**src/rtl/pdes_pkg.sv**
```systemverilog
// rtl/pdes_pkg.sv - shared widths, message field offsets and decision codes
package pdes_pkg;

  function automatic int nb_core(input int num_core);
    return (num_core > 1) ? $clog2(num_core) : 1;
  endfunction

  function automatic int nb_lp(input int num_lp);
    return (num_lp > 1) ? $clog2(num_lp) : 1;
  endfunction

  // Message layout: time at the bottom, LP id above it, history count in [31:28].
  localparam int TIME_LSB = 0;
  localparam int HIST_LSB = 28;
  localparam int HIST_WID = 4;

  function automatic int lp_lsb(input int time_wid);
    return TIME_LSB + time_wid;
  endfunction

  typedef enum logic [1:0] {
    DEC_NONE,
    DEC_RETURN,
    DEC_ISSUE
  } dec_e;

endpackage

```
**src/rtl/rr_arbiter.sv**
```systemverilog
// rtl/rr_arbiter.sv - round-robin arbiter, search starts at ptr
import pdes_pkg::*;

module rr_arbiter #(
  parameter  int N  = 4,
  localparam int NB = nb_core(N)
) (
  input  logic [N-1:0]  req,
  input  logic [NB-1:0] ptr,
  output logic [N-1:0]  grant,
  output logic [NB-1:0] idx,
  output logic          vld
);

  logic [NB-1:0] cand;

  // N is a power of two, so the NB-bit add wraps the search naturally.
  always_comb begin
    grant = '0;
    idx   = '0;
    vld   = 1'b0;
    cand  = '0;
    for (int i = 0; i < N; i++) begin
      cand = ptr + NB'(i);
      if (!vld && req[cand]) begin
        vld         = 1'b1;
        grant[cand] = 1'b1;
        idx         = cand;
      end
    end
  end

endmodule

```
**src/rtl/event_dispatcher.sv**
```systemverilog
// rtl/event_dispatcher.sv - issues queued events to idle cores, returns finished ones
import pdes_pkg::*;

module event_dispatcher #(
  parameter  int NUM_CORE = 4,
  parameter  int NUM_LP   = 8,
  parameter  int TIME_WID = 16,
  parameter  int MSG_WID  = 32,
  localparam int NB_CORE  = nb_core(NUM_CORE)
) (
  input  logic                        clk,
  input  logic                        reset_n,
  input  logic [MSG_WID-1:0]          q_msg,
  input  logic                        q_vld,
  output logic                        q_rdy,
  output logic [MSG_WID-1:0]          enq_msg,
  output logic                        enq_vld,
  input  logic                        enq_rdy,
  input  logic                        halt,
  output logic [MSG_WID-1:0]          core_msg_out,
  output logic [NUM_CORE-1:0]         core_start,
  input  logic [NUM_CORE*MSG_WID-1:0] core_msg_in,
  input  logic [NUM_CORE-1:0]         core_done,
  output logic [NUM_CORE-1:0]         core_ack,
  output logic [MSG_WID-1:0]          mon_msg,
  output logic                        mon_sent_vld,
  output logic                        mon_rcv_vld,
  output logic [NB_CORE-1:0]          mon_core_id,
  output logic [NUM_CORE-1:0]         core_active,
  output logic [NB_CORE:0]            num_active,
  output logic                        idle
);

  if (NUM_CORE < 2 || (NUM_CORE & (NUM_CORE - 1)) != 0 ||
      lp_lsb(TIME_WID) + nb_lp(NUM_LP) > HIST_LSB || MSG_WID < HIST_LSB + HIST_WID) begin : g_bad_cfg
    $error("event_dispatcher: unsupported parameter set");
  end

  logic [NUM_CORE-1:0] core_active_q, core_active_d;
  logic [NB_CORE-1:0]  rr_ptr_q, rr_ptr_d;
  logic [MSG_WID-1:0]  enq_msg_q, enq_msg_d;
  logic                enq_vld_q, enq_vld_d;
  logic [MSG_WID-1:0]  core_msg_out_q, core_msg_out_d;
  logic [NUM_CORE-1:0] core_start_q, core_start_d;
  logic [MSG_WID-1:0]  mon_msg_q, mon_msg_d;
  logic                mon_sent_q, mon_sent_d;
  logic                mon_rcv_q, mon_rcv_d;
  logic [NB_CORE-1:0]  mon_core_id_q, mon_core_id_d;
  logic [NB_CORE:0]    num_active_q, num_active_d;
  logic                idle_q, idle_d;

  logic [NUM_CORE-1:0] ret_req, ret_grant;
  logic [NB_CORE-1:0]  ret_idx, iss_idx;
  logic                ret_vld;
  logic [MSG_WID-1:0]  ret_msg;
  dec_e                dec;

  assign ret_req = core_done & core_active_q;
  assign ret_msg = core_msg_in[int'(ret_idx)*MSG_WID +: MSG_WID];

  rr_arbiter #(.N(NUM_CORE)) u_rr_arbiter (
    .req   (ret_req),
    .ptr   (rr_ptr_q),
    .grant (ret_grant),
    .idx   (ret_idx),
    .vld   (ret_vld)
  );

  always_comb begin
    iss_idx = '0;
    for (int i = NUM_CORE - 1; i >= 0; i--) begin
      if (!core_active_q[i]) iss_idx = NB_CORE'(i);
    end
  end

  // A pending return, even one stalled by enq_rdy, keeps new issues out.
  always_comb begin
    dec = DEC_NONE;
    if (ret_vld) begin
      if (enq_rdy) dec = DEC_RETURN;
    end else if (q_vld && !halt && !(&core_active_q)) begin
      dec = DEC_ISSUE;
    end
  end

  assign q_rdy    = (dec == DEC_ISSUE);
  assign core_ack = (dec == DEC_RETURN) ? ret_grant : '0;

  always_comb begin
    core_active_d  = core_active_q;
    rr_ptr_d       = rr_ptr_q;
    enq_msg_d      = enq_msg_q;
    enq_vld_d      = 1'b0;
    core_msg_out_d = core_msg_out_q;
    core_start_d   = '0;
    mon_msg_d      = mon_msg_q;
    mon_sent_d     = 1'b0;
    mon_rcv_d      = 1'b0;
    mon_core_id_d  = mon_core_id_q;
    num_active_d   = '0;
    case (dec)
      DEC_RETURN: begin
        mon_rcv_d              = 1'b1;
        mon_core_id_d          = ret_idx;
        mon_msg_d              = ret_msg;
        enq_msg_d              = ret_msg;
        enq_vld_d              = 1'b1;
        core_active_d[ret_idx] = 1'b0;
        rr_ptr_d               = ret_idx + NB_CORE'(1);
      end
      DEC_ISSUE: begin
        mon_sent_d             = 1'b1;
        mon_core_id_d          = iss_idx;
        mon_msg_d              = q_msg;
        core_msg_out_d         = q_msg;
        core_start_d[iss_idx]  = 1'b1;
        core_active_d[iss_idx] = 1'b1;
      end
      default: ;
    endcase
    for (int i = 0; i < NUM_CORE; i++) begin
      num_active_d = num_active_d + (NB_CORE+1)'(core_active_d[i]);
    end
    idle_d = (core_active_d == '0) && !q_vld && (dec == DEC_NONE);
  end

  always_ff @(posedge clk or negedge reset_n) begin
    if (!reset_n) begin
      core_active_q  <= '0;
      rr_ptr_q       <= '0;
      enq_msg_q      <= '0;
      enq_vld_q      <= 1'b0;
      core_msg_out_q <= '0;
      core_start_q   <= '0;
      mon_msg_q      <= '0;
      mon_sent_q     <= 1'b0;
      mon_rcv_q      <= 1'b0;
      mon_core_id_q  <= '0;
      num_active_q   <= '0;
      idle_q         <= 1'b0;
    end else begin
      core_active_q  <= core_active_d;
      rr_ptr_q       <= rr_ptr_d;
      enq_msg_q      <= enq_msg_d;
      enq_vld_q      <= enq_vld_d;
      core_msg_out_q <= core_msg_out_d;
      core_start_q   <= core_start_d;
      mon_msg_q      <= mon_msg_d;
      mon_sent_q     <= mon_sent_d;
      mon_rcv_q      <= mon_rcv_d;
      mon_core_id_q  <= mon_core_id_d;
      num_active_q   <= num_active_d;
      idle_q         <= idle_d;
    end
  end

  assign core_active  = core_active_q;
  assign enq_msg      = enq_msg_q;
  assign enq_vld      = enq_vld_q;
  assign core_msg_out = core_msg_out_q;
  assign core_start   = core_start_q;
  assign mon_msg      = mon_msg_q;
  assign mon_sent_vld = mon_sent_q;
  assign mon_rcv_vld  = mon_rcv_q;
  assign mon_core_id  = mon_core_id_q;
  assign num_active   = num_active_q;
  assign idle         = idle_q;

endmodule

```
**config.mk**
```make
export PLATFORM = sky130hd
export DESIGN_NAME = event_dispatcher
export DESIGN_NICKNAME = d
export VERILOG_FILES = /design/src/rtl/pdes_pkg.sv /design/src/rtl/rr_arbiter.sv /design/src/rtl/event_dispatcher.sv
export SDC_FILE = /design/constraint.sdc
export NUM_CORES = 1
export LEC_CHECK = 0
export BUFFER_PORTS_ARGS = -buffer_cell sky130_fd_sc_hd__buf_2
export CORE_ASPECT_RATIO = 1.1
export CORE_MARGIN = 2
export CORE_UTILIZATION = 51
export DETAILED_ROUTE_END_ITERATION = 7
export HOLD_SLACK_MARGIN = 0.1
export PLACE_DENSITY = 0.91
export REMOVE_ABC_BUFFERS = 1
export SKIP_CTS_REPAIR_TIMING = 1
export SLEW_MARGIN = 40
export SYNTH_ARGS = -nofsm -noshare
export SYNTH_HDL_FRONTEND = slang
export SYNTH_SLANG_ARGS = --single-unit
```
**constraint.sdc**
```tcl
create_clock -name clk -period 6.1 [get_ports clk]
set_input_delay 0.305 -clock clk [delete_from_list [all_inputs] [get_ports clk]]
set_output_delay 0.305 -clock clk [all_outputs]
set_load 0.02 [all_outputs]
```
==> impl_metrics.ini <==
[critical_path]
crit_arrival_ns = 4.57
crit_type = flip-flop to output port
critPathMaxFanout = 39
cp-end-kind = output port
r2r_slack_ns = 1.33
startpoint_type = flip-flop
worstPathRequired_ns = 5.79

[routing]
via_per_inst = 5.80
drt_iter0_markers = 311
drc = 0
dr.pass1.iters = 5
vias = 5454
routed_wl_um = 17900
avgRoutedWirePerCell_um = 19.0
ant_nets = 0

[pwr]
p_per_area_nw_per_um2 = 718
fin_total_pwr_uw = 5870
power.leakage_uw = 0.00430
ir_worst_vdd_uv = 406

[clock_tree]
cts_root_buffer = clkbuf_16
clockBufferDepth = 2
cts.sinks = 114
clk_latency_ns = 0.40
numCtsBuffers = 17
cts_tree = yes
cts.clk_slew.worst_paths_ns = 0.06
h-tree-depth = 4

[floorplanning]
die_h_um = 119
core_sq_um = 11500
ioPinCount = 287
die-area_sq_um = 12800
rows = 41
die_x_um = 108
start_util_pct = 52.7

[placement]
dp_hpwl_um = 13000
gp_congestion = 0.894
place_area_sq_um = 7530
port_buffers = 286

[timing]
maxSlewViolCount = 0
worstMarginPinSlew_ns = 0.802
finClkSkew_ns = 0.0140
setup_tns_ns = 0
fmax_ghz = 0.205
final-hold-violation-count = 0
fin_crit_sh_pct = 79.9
maxSlewHeadroom_pct = 46.3
setup_violations = 0
rsz0062_at_grt = false
finalWorstPathRequiredPeriod_ns = 4.88
whs_ns = 0.147

[final_layout]
drive_above_1_share_pct = 51.3
final_cell_area_sq_um = 8170
diodes = 0
final_util_pct = 70.8
nets = 958
area_growth_pct = 34.3

[synthesis]
synth_flop_cell = dfrtp_1
synth_area_leaders = dfrtp_1 (47%), o32ai_2 (8.6%), mux2i_1 (5.9%), mux2_2 (5.9%), a221o_1 (5.6%)
synth_cell_types = 51
syn_area_sq_um = 6080
synth.avg_cell_area_sq_um = 12.1
synth_edf_count = 0
synth_top_area_share_pct = 46.9
synth_area_leader_cell = dfrtp_1
ys_ff_latch = 114
async_reset_ff_share_pct = 100
synthCells = 504
synth_warnings = 0
ys_seq_area_share_pct = 46.9

[global_routing]
grt-ovfl-total = 0
grt_max_degree = 61
first_global_vias = 5447
track_usage_pct = 28.4
antenna_found_initial = 0
grt_pass1_wl_um = 27900

[hold_path]
hold_path_class = primary input to flip-flop

[run]
max-cap-violations = 0

[outcome]
run_status = finished clean
## synth_stat cells, drive strengths merged (2+ instances only)
| cell | instances |
|---|---|
| nand3 | 7 |
| a21oi | 7 |
| dfrtp | 114 |
| a22oi | 6 |
| a21o | 34 |
| mux4 | 4 |
| inv | 6 |
| o21a | 3 |
| o221ai | 2 |
| nor3 | 3 |
| nor2 | 77 |
| a21boi | 2 |
| mux2 | 32 |
| buf | 29 |
| o211ai | 4 |
| and2 | 6 |
| a221o | 34 |
| mux2i | 36 |
| ha | 10 |
| o21ai | 5 |
| clkbuf | 12 |
| o32ai | 32 |
| o211a | 3 |
| a2bb2oi | 2 |
| nand2 | 17 |
## state kept, by name, indices dropped and copies added, names as in the netlist
name and cells:
num_active 3, rr_ptr_q 2, core_msg_out 32, enq_msg 32, mon_rcv_vld 1, mon_core_id 2
core_start 4, idle 1, mon_msg 32, mon_sent_vld 1, core_active 4
## worst max-delay path, stage by stage, from the launching register on
cell	delay [ns]
dfrtp_1	0.83
inv_1	0.30
ha_1	0.49
and3_1	0.25
a211oi_2	0.39
o21a_4	0.21
and4b_4	0.25
o21a_2	0.60
buf_4	0.54
buf_2	0.26
## logic make-up after synthesis
logic type / after synthesis / share of synthesized area, %
adder cells (fa/ha/maj): 11 / 2.39
multiplexers: 72 / 13.3
AND/OR/NAND/NOR: 117 / 8.33
flip-flops: 114 / 46.9
XOR/XNOR: 1 / 0.144
AO/OA/AOI/OAI: 142 / 23.9
buffers and inverters: 47 / 5.06
## report_power, final
group	switching, uW	total, uW	internal [uW]
clock	334	1000	669
sequential	258	1420	1160
combinational	2030	3450	1420
total	2620	5870	3250
## per-layer routing
metal	part of all wire (%)	routed length (um)	track usage, %
met5	0	0	0
met4	2.1	370	10.2
met1	37	6690	33.9
met3	7.4	1320	6.07
met2	53	9490	50.0
## worst paths after layout
path                        startpoint          endpoint  cells after the start
min in group asynchronous      reset_n  core_msg_out[16]                      2
min reg2reg                 enq_msg[6]        enq_msg[6]                      1
max in group asynchronous      reset_n   core_msg_out[6]                      3
max reg2reg                rr_ptr_q[0]       mon_msg[18]                     11
min                           q_msg[0]        mon_msg[0]                      2
max                        rr_ptr_q[0]             q_rdy                      9
## stage by stage
step	std cells	setup slack, ns
after floorplan	463	1.06
after global placement	905	1.62
after detailed placement	907	1.46
after CTS	938	1.27
after global routing	940	0.990
final	940	1.22
## cells in the final DEF, fill, tap and decap left out, types with 4 or more instances in the layout
| cell type | count |
|---|---|
| a21o_1 | 34 |
| a21oi_1 | 7 |
| a221o_1 | 34 |
| a22oi_1 | 5 |
| and2_1 | 6 |
| buf_2 | 285 |
| buf_4 | 6 |
| clkbuf_16 | 17 |
| clkinv_2 | 4 |
| dfrtp_1 | 114 |
| ha_1 | 10 |
| inv_1 | 6 |
| mux2_2 | 32 |
| mux2i_1 | 36 |
| mux4_2 | 4 |
| nand2_1 | 15 |
| nand3_1 | 7 |
| nor2_1 | 76 |
| o211ai_1 | 4 |
| o21ai_0 | 4 |
| o32ai_2 | 32 |
## final cells by class
cell class              instances  area (sq um)
flip-flops and latches        114          2850
clock buffers                  21           470
multi-input cells             343          2950
well taps                     150           188
inverters                       6          22.5
repair buffers                296          1560
clock inverters                10           133
fillers                       837          3370
Note: power is estimated with default switching activity, not from simulation.
